<file path="src/rtl/i2s_mask_grid.sv">
// Grid-aware I2S LED stream mask: decodes each framed header, forwards only this
// module's window of the raster payload to the LED chain, then latches the row.
module i2s_mask_grid #(
    parameter int MOD_W     = 4,
    parameter int MOD_H     = 4,
    parameter int BPP       = 1,
    parameter int GRID_BITS = 4,
    parameter int ROW_BITS  = 6
) (
    input  logic                 i2s_clk,
    input  logic                 rst_n,
    input  logic                 i2s_data,
    input  logic                 i2s_ws,
    input  logic [GRID_BITS-1:0] addr_x,
    input  logic [GRID_BITS-1:0] addr_y,
    output logic [ROW_BITS-1:0]  row_num,
    output logic                 led_data,
    output logic                 led_clk,
    output logic                 led_lat,
    output logic                 led_oe,
    output logic                 frame_err,
    output logic                 addr_miss
);

    localparam int HB     = 2*GRID_BITS + ROW_BITS;
    localparam int WB     = MOD_W*BPP;
    localparam int COL_W  = GRID_BITS + $clog2(WB) + 1;
    localparam int LINE_W = GRID_BITS + $clog2(MOD_H) + 1;
    localparam int CNT_W  = $clog2(HB+1);

    localparam logic [COL_W-1:0]  WB_C   = COL_W'(WB);
    localparam logic [COL_W-1:0]  WB_M1  = COL_W'(WB-1);
    localparam logic [COL_W-1:0]  COL_1  = COL_W'(1);
    localparam logic [LINE_W-1:0] MH_C   = LINE_W'(MOD_H);
    localparam logic [LINE_W-1:0] MH_M1  = LINE_W'(MOD_H-1);
    localparam logic [LINE_W-1:0] LINE_1 = LINE_W'(1);
    localparam logic [CNT_W-1:0]  HB_M1  = CNT_W'(HB-1);
    localparam logic [CNT_W-1:0]  CNT_1  = CNT_W'(1);

    typedef enum logic [1:0] {IDLE, HDR, PAY, LATCH} state_t;

    state_t               state_q, state_n;
    logic                 ws_q, sync;
    logic [HB-2:0]        hdr_sr;
    logic [HB-1:0]        hdr_word;
    logic [CNT_W-1:0]     hdr_cnt;
    logic [GRID_BITS-1:0] hdr_nx, hdr_ny;
    logic [ROW_BITS-1:0]  hdr_row, row_q;
    logic                 hit_q;
    logic [COL_W-1:0]     col_q, col0_q, lb_m1_q;
    logic [LINE_W-1:0]    line_q, line0_q, lines_m1_q;
    logic                 clk_en_q, oe_q;
    logic                 in_win, hdr_last, en_next;

    assign sync     = i2s_ws & ~ws_q;
    assign hdr_word = {hdr_sr, i2s_data};
    assign hdr_nx   = hdr_word[HB-1 -: GRID_BITS];
    assign hdr_ny   = hdr_word[HB-1-GRID_BITS -: GRID_BITS];
    assign hdr_row  = hdr_word[ROW_BITS-1:0];

    assign in_win = hit_q
                 && (col_q  >= col0_q)  && (col_q  <= col0_q  + WB_M1)
                 && (line_q >= line0_q) && (line_q <= line0_q + MH_M1);

    // The enable is a flop, so it only moves while ~i2s_clk is low.
    assign led_clk = ~i2s_clk & clk_en_q;
    assign led_oe  = oe_q | led_lat;

    always_ff @(posedge i2s_clk or posedge rst_n) begin
        if (rst_n) begin
            state_q <= IDLE;
        end else begin
            // NOTE: every flop uses non-blocking assignment so all registers see pre-edge values.
            state_q <= state_n;
        end
    end

    always_comb begin
        // NOTE: each output gets a default first; a missing branch assignment would infer a latch.
        state_n   = state_q;
        frame_err = 1'b0;
        addr_miss = 1'b0;
        led_lat   = 1'b0;
        hdr_last  = 1'b0;
        en_next   = 1'b0;
        case (state_q)
            IDLE: begin
                if (sync) state_n = HDR;
            end
            HDR: begin
                if (sync) begin
                    frame_err = 1'b1;
                end else if (hdr_cnt == HB_M1) begin
                    hdr_last = 1'b1;
                    state_n  = PAY;
                end
            end
            PAY: begin
                if (sync) begin
                    frame_err = 1'b1;
                    state_n   = HDR;
                end else begin
                    en_next = in_win;
                    if ((col_q == lb_m1_q) && (line_q == lines_m1_q)) state_n = LATCH;
                end
            end
            LATCH: begin
                led_lat   = hit_q;
                addr_miss = ~hit_q;
                state_n   = sync ? HDR : IDLE;
            end
            default: state_n = IDLE;
        endcase
    end

    always_ff @(posedge i2s_clk or posedge rst_n) begin
        if (rst_n) begin
            ws_q       <= 1'b0;
            led_data   <= 1'b0;
            clk_en_q   <= 1'b0;
            oe_q       <= 1'b1;
            row_num    <= '0;
            hdr_sr     <= '0;
            hdr_cnt    <= '0;
            row_q      <= '0;
            hit_q      <= 1'b0;
            col0_q     <= '0;
            line0_q    <= '0;
            lb_m1_q    <= '0;
            lines_m1_q <= '0;
            col_q      <= '0;
            line_q     <= '0;
        end else begin
            ws_q     <= i2s_ws;
            led_data <= i2s_data;
            clk_en_q <= en_next;
            hdr_sr   <= hdr_word[HB-2:0];

            // Any sync, in any state, is the MSB of a fresh header.
            if (sync) begin
                hdr_cnt <= CNT_1;
            end else if (state_q == HDR) begin
                hdr_cnt <= hdr_cnt + CNT_1;
            end

            if (hdr_last) begin
                row_q      <= hdr_row;
                hit_q      <= (addr_x <= hdr_nx) && (addr_y <= hdr_ny);
                col0_q     <= COL_W'(addr_x) * WB_C;
                line0_q    <= LINE_W'(addr_y) * MH_C;
                lb_m1_q    <= COL_W'(hdr_nx) * WB_C + WB_M1;
                lines_m1_q <= LINE_W'(hdr_ny) * MH_C + MH_M1;
                col_q      <= '0;
                line_q     <= '0;
            end else if (state_q == PAY) begin
                if (col_q == lb_m1_q) begin
                    col_q  <= '0;
                    line_q <= line_q + LINE_1;
                end else begin
                    col_q  <= col_q + COL_1;
                end
            end

            if ((state_q == LATCH) && hit_q) begin
                row_num <= row_q;
                oe_q    <= 1'b0;
            end
        end
    end

endmodule

</file>
<file path="config.mk">
export PLATFORM = sky130hd
export DESIGN_NAME = i2s_mask_grid
export DESIGN_NICKNAME = d
export VERILOG_FILES = /design/src/rtl/i2s_mask_grid.sv
export SDC_FILE = /design/constraint.sdc
export NUM_CORES = 1
export LEC_CHECK = 0
export CAP_MARGIN = 20
export CORE_MARGIN = 3
export CORE_UTILIZATION = 40
export DETAILED_ROUTE_END_ITERATION = 8
export GPL_ROUTABILITY_DRIVEN = 1
export HOLD_SLACK_MARGIN = 0.08
export PLACE_DENSITY = 0.54
export SYNTH_ARGS = -nofsm -noshare
export SYNTH_HDL_FRONTEND = slang
export SYNTH_SLANG_ARGS = --single-unit
</file>
<file path="constraint.sdc">
create_clock -name i2s_clk -period 3.3 [get_ports i2s_clk]
set_input_delay 0.66 -clock i2s_clk [delete_from_list [all_inputs] [get_ports i2s_clk]]
set_output_delay 0.66 -clock i2s_clk [all_outputs]
set_load 0.02 [all_outputs]
</file>
# --- Word-level counts from Yosys, hierarchy flattened ---
# Index checks and enable logic that the tools add are counted.
classes:
  reduce_logical: 14
  add_sub_neg: 7
  bitwise_logic: 6
  mux: 24
  eq_ne: 10
  n_lt_le_gt_ge: 6
op_table:
  columns: ["op", "count"]
  rows:
  - ["$mux 7", 6]
  - ["$add 6x2->7 const B", 4]
  - ["$add 7x1->7 const B", 2]
  - ["$eq 7x7->1", 2]
  - ["$ge 7x6->1", 2]
  - ["$le 7x7->1", 2]
  - ["$mux 1", 10]
  - ["$mux 2", 5]
  - ["$le 4x4->1", 2]
  - ["$mux 4", 2]
  - ["$pmux 2 s4", 1]
  - ["$logic_and 1x1->1", 7]
  - ["$ne 2x2->1 const B", 3]
  - ["$reduce_bool 2->1", 3]
  - ["$add 4x1->4 const B", 1]
  - ["$eq 2x2->1 const B", 2]
  - ["$eq 4x4->1 const B", 1]
  - ["$reduce_and 4->1", 1]
  - ["$ne 3x3->1 const B", 1]
  - ["$not 1->1", 3]
  - ["$and 1x1->1", 2]
  - ["$eq 2x1->1 const B", 1]
  - ["$logic_not 2->1", 1]
  - ["$reduce_and 2->1", 1]
  - ["2 further kinds", 2]
word_totals:
  regBits: 72
  output_inout_bits: 12
  input_bits: 12
  word_cells: 83

# --- Depth between registers and ports, before layout ---
# Gate-level depths: netlist of run 1.
logic_depth:
  word_depth: 7
  mapped_depth: 7
  ltp_nobuf: 7

==> results of run 1 <==
## metrics by stage
step	setup WS, ns	hold slack [ns]	utilization	power [mW]
final	0.07387	0.3788	0.4968	2.688
after global routing	0.01396	0.3958	0.4968	2.899
after CTS	0.06082	0.3842	0.4968	2.728
after detailed placement	0.3139	0.3590	0.4691	1.987
after global placement	0.3139	0.3604	0.4691	1.967
after floorplan	0.6857	0.3535	-	1.748
## power by group through the flow
stage                     Clock [mW]  Sequential [mW]  Combinational [mW]
after CTS                      0.747             1.17               0.806
after detailed placement   0.0000755             1.19               0.799
after floorplan            0.0000755             1.14               0.609
final                          0.718             1.18               0.793
after global placement     0.0000755             1.19               0.781
after global routing           0.784             1.21               0.909
## worst paths after layout
check	from	slack, ns	endpoint
max	i2s_clk	0.07	led_clk
min	hdr_sr[10]	0.38	hdr_sr[11]
max reg2reg	col_q[0]	1.24	col_q[2]
min reg2reg	hdr_sr[10]	0.38	hdr_sr[11]
max in group asynchronous	rst_n	1.97	oe_q
min in group asynchronous	rst_n	0.63	state_q[0]
## area by class of cell
cell class                 instances  area share
multi-input combinational        218      0.3876
inverter                          28     0.02682
tap                              102     0.03257
sequential                        66      0.4218
clock inverter                     7     0.01373
timing repair buffer              29     0.07280
clock buffer                      13     0.04470
## registers in the layout (all words and copies together), names as in the netlist, 2 cells and up
| signal | cells |
|---|---|
| hdr_cnt | 4 |
| row_num | 6 |
| row_q | 6 |
| col0_q | 4 |
| line0_q | 4 |
| line_q | 7 |
| state_q | 2 |
| hdr_sr | 13 |
| lines_m1_q | 4 |
| lb_m1_q | 5 |
| col_q | 7 |
## Yosys cell counts (6+ instances only)
| library cell | number |
|---|---|
| a21oi_1 | 6 |
| and3_1 | 8 |
| clkbuf_1 | 6 |
| dfrtp_1 | 65 |
| ha_1 | 28 |
| inv_1 | 28 |
| mux2_2 | 7 |
| nand2_1 | 45 |
| nand2b_1 | 6 |
| nand3_1 | 13 |
| nand4_1 | 10 |
| nor2_1 | 10 |
| o21ai_0 | 19 |
| xor2_1 | 14 |
## critical path: stages
cell             delay [ns]
clkbuf_8               0.11
clkbuf_8               0.12
nor2b_1                0.09
clkdlybuf4s50_1        0.60
## cells by family (layout without fill, tap and decap cells)
| group | after synthesis | in the layout | synth area share |
|---|---|---|---|
| DFF | 66 | 66 | 0.4979 |
| and+or+nand+nor | 115 | 115 | 0.1794 |
| xor gates and xnor gates | 17 | 17 | 0.04486 |
| AOI/OAI and AO/OA | 50 | 50 | 0.1010 |
| muxes | 8 | 8 | 0.02676 |
| adders and majority gates | 28 | 28 | 0.1055 |
| buffers and inverters | 37 | 77 | 0.04447 |
## routing by layer
metal,wire length (um),vias up,global-route usage
met5,0,-,0
met4,91,0,0.05292
met1,3561,1152,0.2270
met3,317,11,0.06246
li1,-,1169,-
met2,3063,42,0.2362
==> results.cfg, run 1 <==
[routing]
first_pass_iters = 4
drt_iter0_drc = 70
viasPerCell = 5.127
routed_wl_um = 7034
antenna_left = 0
wl_per_cell_um = 15.19
vias = 2374
drc_errors = 0

[synth]
ys_types = 48
synthCells = 321
yosys_most_used_dff = dfrtp_1
syn_area_um2 = 3319
async_flop_share = 1.000
synth_enable_flop_cells = 0
syn_nets = 361
synth_top_area_share = 0.4900
yosys.area.top_type = dfrtp_1
postSynthAreaPerCell_um2 = 10.34
yosysSeqAreaShare = 0.4979
synthTopCellsByArea = dfrtp_1, ha_1, nand2_1
ys_ff_latch = 66
yosysWarnings = 0

[status]
outcome = complete, no violations

[placed_design]
gp_congestion = 0.7712
dpl-instance-area_um2 = 3700
placed_cells = 444
hpwl_um = 4831
port_buffers = 23

[sta]
slew_viol_final = 0
tightest_slew_ns = 0.7076
slew-limit-headroom = 0.5276
rsz0062_at_grt = no
hold_violations = 0
finalClockSkew_ns = 0.007421
final.setup.tns_ns = 0
setup_viol = 0

[floorplan]
core_area_um2 = 7888
rows = 32
die_w_um = 97.10
initial_core_util = 0.4208
die_area_um2 = 9427
boundaryPins = 24
die_height_um = 97.10

[flow_run]
drv_cap = 0

[setup_path]
cp.required_ns = 2.64
crit_path_max_fanout = 2
cp.arrival_ns = 2.57
endpoint_kind = primary output
critPathLaunchType = clock port
r2r_cells = 5
crit_type = clk -> out

[global_route]
grt_pass1_vias = 2412
grt_pass1_wl_um = 12150
antenna_found_initial = 0
grt_max_degree = 41
grt_overflow = 0
track_usage = 0.1638

[layout]
nets = 396
n_antenna_cell = 0
final_cell_mix = dfrtp_1, nand2_1, ha_1
regArea_um2 = 1653
final_cells = 463
fillerInstances = 736
drive_gt1_frac = 0.1163
multi_input_area_um2 = 1519
fin_area_um2 = 3919
final_common_cell = dfrtp_1
area_growth_pct = 18.06

[cts]
post_cts_resized = 0
cts_setup_buffers = 0
clk_latency_ns = 0.45
cts_tree = built
clk_pin_slew_ns = 0.08
hold_buffers = 0

[worst_hold_path]
hold_path.class = reg -> reg
hold_depth = 0

[power]
leakage_nw = 1.865
internal-power_mw = 1.715
pwr-share-clk = 0.267
power_switching_uw = 972.5
pwr-share-comb = 0.295
seq_power_share = 0.438
powerDensity_nw_per_um2 = 685.9
ir_drop_mv = 0.2757
p_sw_frac = 0.3618
No activity file was read; power rests on OpenSTA's default activity.
==> inputs of run 2 (changes only) <==
CTS_BUF_LIST = sky130_fd_sc_hd__clkbuf_4 sky130_fd_sc_hd__clkbuf_8   (was default)
MAX_ROUTING_LAYER = met4   (was default)
==> run 2 against run 1 <==
Net effect: worst setup slack worse by 0.00060 ns; first-iteration DRC count down 23%; largest power group unchanged; hold slack better by 0.00071 ns; sequential cell count unchanged.
==> results.cfg, run 2 (synthesis gave the netlist of run 1 again) <==
[status]
outcome = complete, no violations

[global_route]
grt_overflow = 0
grt_pass1_wl_um = 12190
grt_max_degree = 41
track_usage = 0.1691
antenna_found_initial = 0
grt_pass1_vias = 2406

[placed_design]
placed_cells = 444
dpl-instance-area_um2 = 3700
hpwl_um = 4831
port_buffers = 23
gp_congestion = 0.7816

[floorplan]
rows = 32
core_area_um2 = 7888
boundaryPins = 24
die_area_um2 = 9427
initial_core_util = 0.4208
die_height_um = 97.10
die_w_um = 97.10

[sta]
setup_viol = 0
rsz0062_at_grt = no
holdWs_ns = 0.3795
hold_violations = 0
tightest_slew_ns = 0.7160
finalClockSkew_ns = 0.007374
final.setup.tns_ns = 0
slew-limit-headroom = 0.5220
slew_viol_final = 0

[layout]
final_common_cell = dfrtp_1
top_regs = hdr_sr (13), col_q (7), line_q (7)
largest-register = hdr_sr
drive_gt1_frac = 0.1163
final_cell_mix = dfrtp_1, nand2_1, ha_1
fillerInstances = 736
regArea_um2 = 1653
multi_input_area_um2 = 1519
largest_reg_flops = 13
n_antenna_cell = 0
fin_area_um2 = 3919
nets = 396
final_cells = 463
area_growth_pct = 18.06

[routing]
drt_iter0_drc = 54
antenna_left = 0
first_pass_iters = 4
drc_errors = 0
viasPerCell = 5.194
wl_per_cell_um = 15.25
routed_wl_um = 7059
vias = 2405

[cts]
post_cts_resized = 0
clk_pin_slew_ns = 0.08
cts_tree = built
cts_setup_buffers = 0
clk_latency_ns = 0.45
hold_buffers = 0

[setup_path]
cp_top_family = buffers and inverters
crit_path_max_fanout = 2
path_buf_inv = 3
path_common_cell = clkbuf_8
regToRegStartpoint = col_q[0]
cp_slowest_cell = clkdlybuf4s50_1
startpoint = i2s_clk
rr_endpoint = col_q[2]
cp.arrival_ns = 2.57
endpoint = led_clk
r2r_cells = 5
critPathMaxStageDelay_ns = 0.60
path_depth = 4
cp.required_ns = 2.64
critPathLaunchType = clock port
crit_type = clk -> out
endpoint_kind = primary output
r2r_slack_ns = 1.24
cp_cell_sequence = clkbuf_8 > clkbuf_8 > nor2b_1 > clkdlybuf4s50_1

[power]
powerDensity_nw_per_um2 = 686.7
leakage_nw = 1.865
ir_drop_mv = 0.2773

[flow_run]
drv_cap = 0

[worst_hold_path]
hold_path.class = reg -> reg
## run 2: cell counts in the layout (fill, tap and decap cells not counted)
Identical to the previous run, type by type.
## run 2: per-stage QoR
stage                       util  setup slack, ns  power, mW
after floorplan                -           0.6857      1.748
after global placement    0.4691           0.3139      1.967
after detailed placement  0.4691           0.3139      1.987
after CTS                 0.4968          0.06082      2.728
after global routing      0.4968          0.01396      2.901
final                     0.4968          0.07327      2.691
## run 2: report_power, final
part | switching, mW | leakage, nW | internal [mW]
Sequential | 0.192 | 0.788 | 0.983
Clock | 0.367 | 0.109 | 0.354
Combinational | 0.415 | 0.967 | 0.379
## run 2: worst min-delay path by stage
| stage | startpoint | to | slack, ns | cells after the start |
|---|---|---|---|---|
| 3_5_place_dp | hdr_sr[7] | hdr_sr[8] | 0.36 | 0 |
| 3_3_place_gp | hdr_sr[1] | hdr_sr[2] | 0.36 | 0 |
| 5_1_grt | hdr_sr[10] | hdr_sr[11] | 0.40 | 0 |
| 4_1_cts | hdr_sr[7] | hdr_sr[8] | 0.38 | 0 |
| 2_1_floorplan | hdr_sr[1] | hdr_sr[2] | 0.35 | 0 |
| 6_report | hdr_sr[7] | hdr_sr[8] | 0.38 | 0 |
## run 2: final cells by class
type	instances	area share
Sequential cell	66	0.4218
Multi-Input combinational cell	218	0.3876
Timing Repair Buffer	29	0.07280
Clock buffer	13	0.04470
Tap cell	102	0.03257
Inverter	28	0.02682
Clock inverter	7	0.01373
## run 2: per-layer routing
layer / share of wire / vias up / global-route usage
li1: - / 1167 / -
met1: 0.50 / 1179 / 0.2307
met2: 0.44 / 48 / 0.2351
met3: 0.043 / 11 / 0.06102
met4: 0.012 / 0 / 0.05292
met5: 0 / - / -
==> inputs of run 3 (changes only) <==
TNS_END_PERCENT = 30   (was default)
==> results of run 3 <==
Final layout, timing and power as in run 2 (identical DEF).
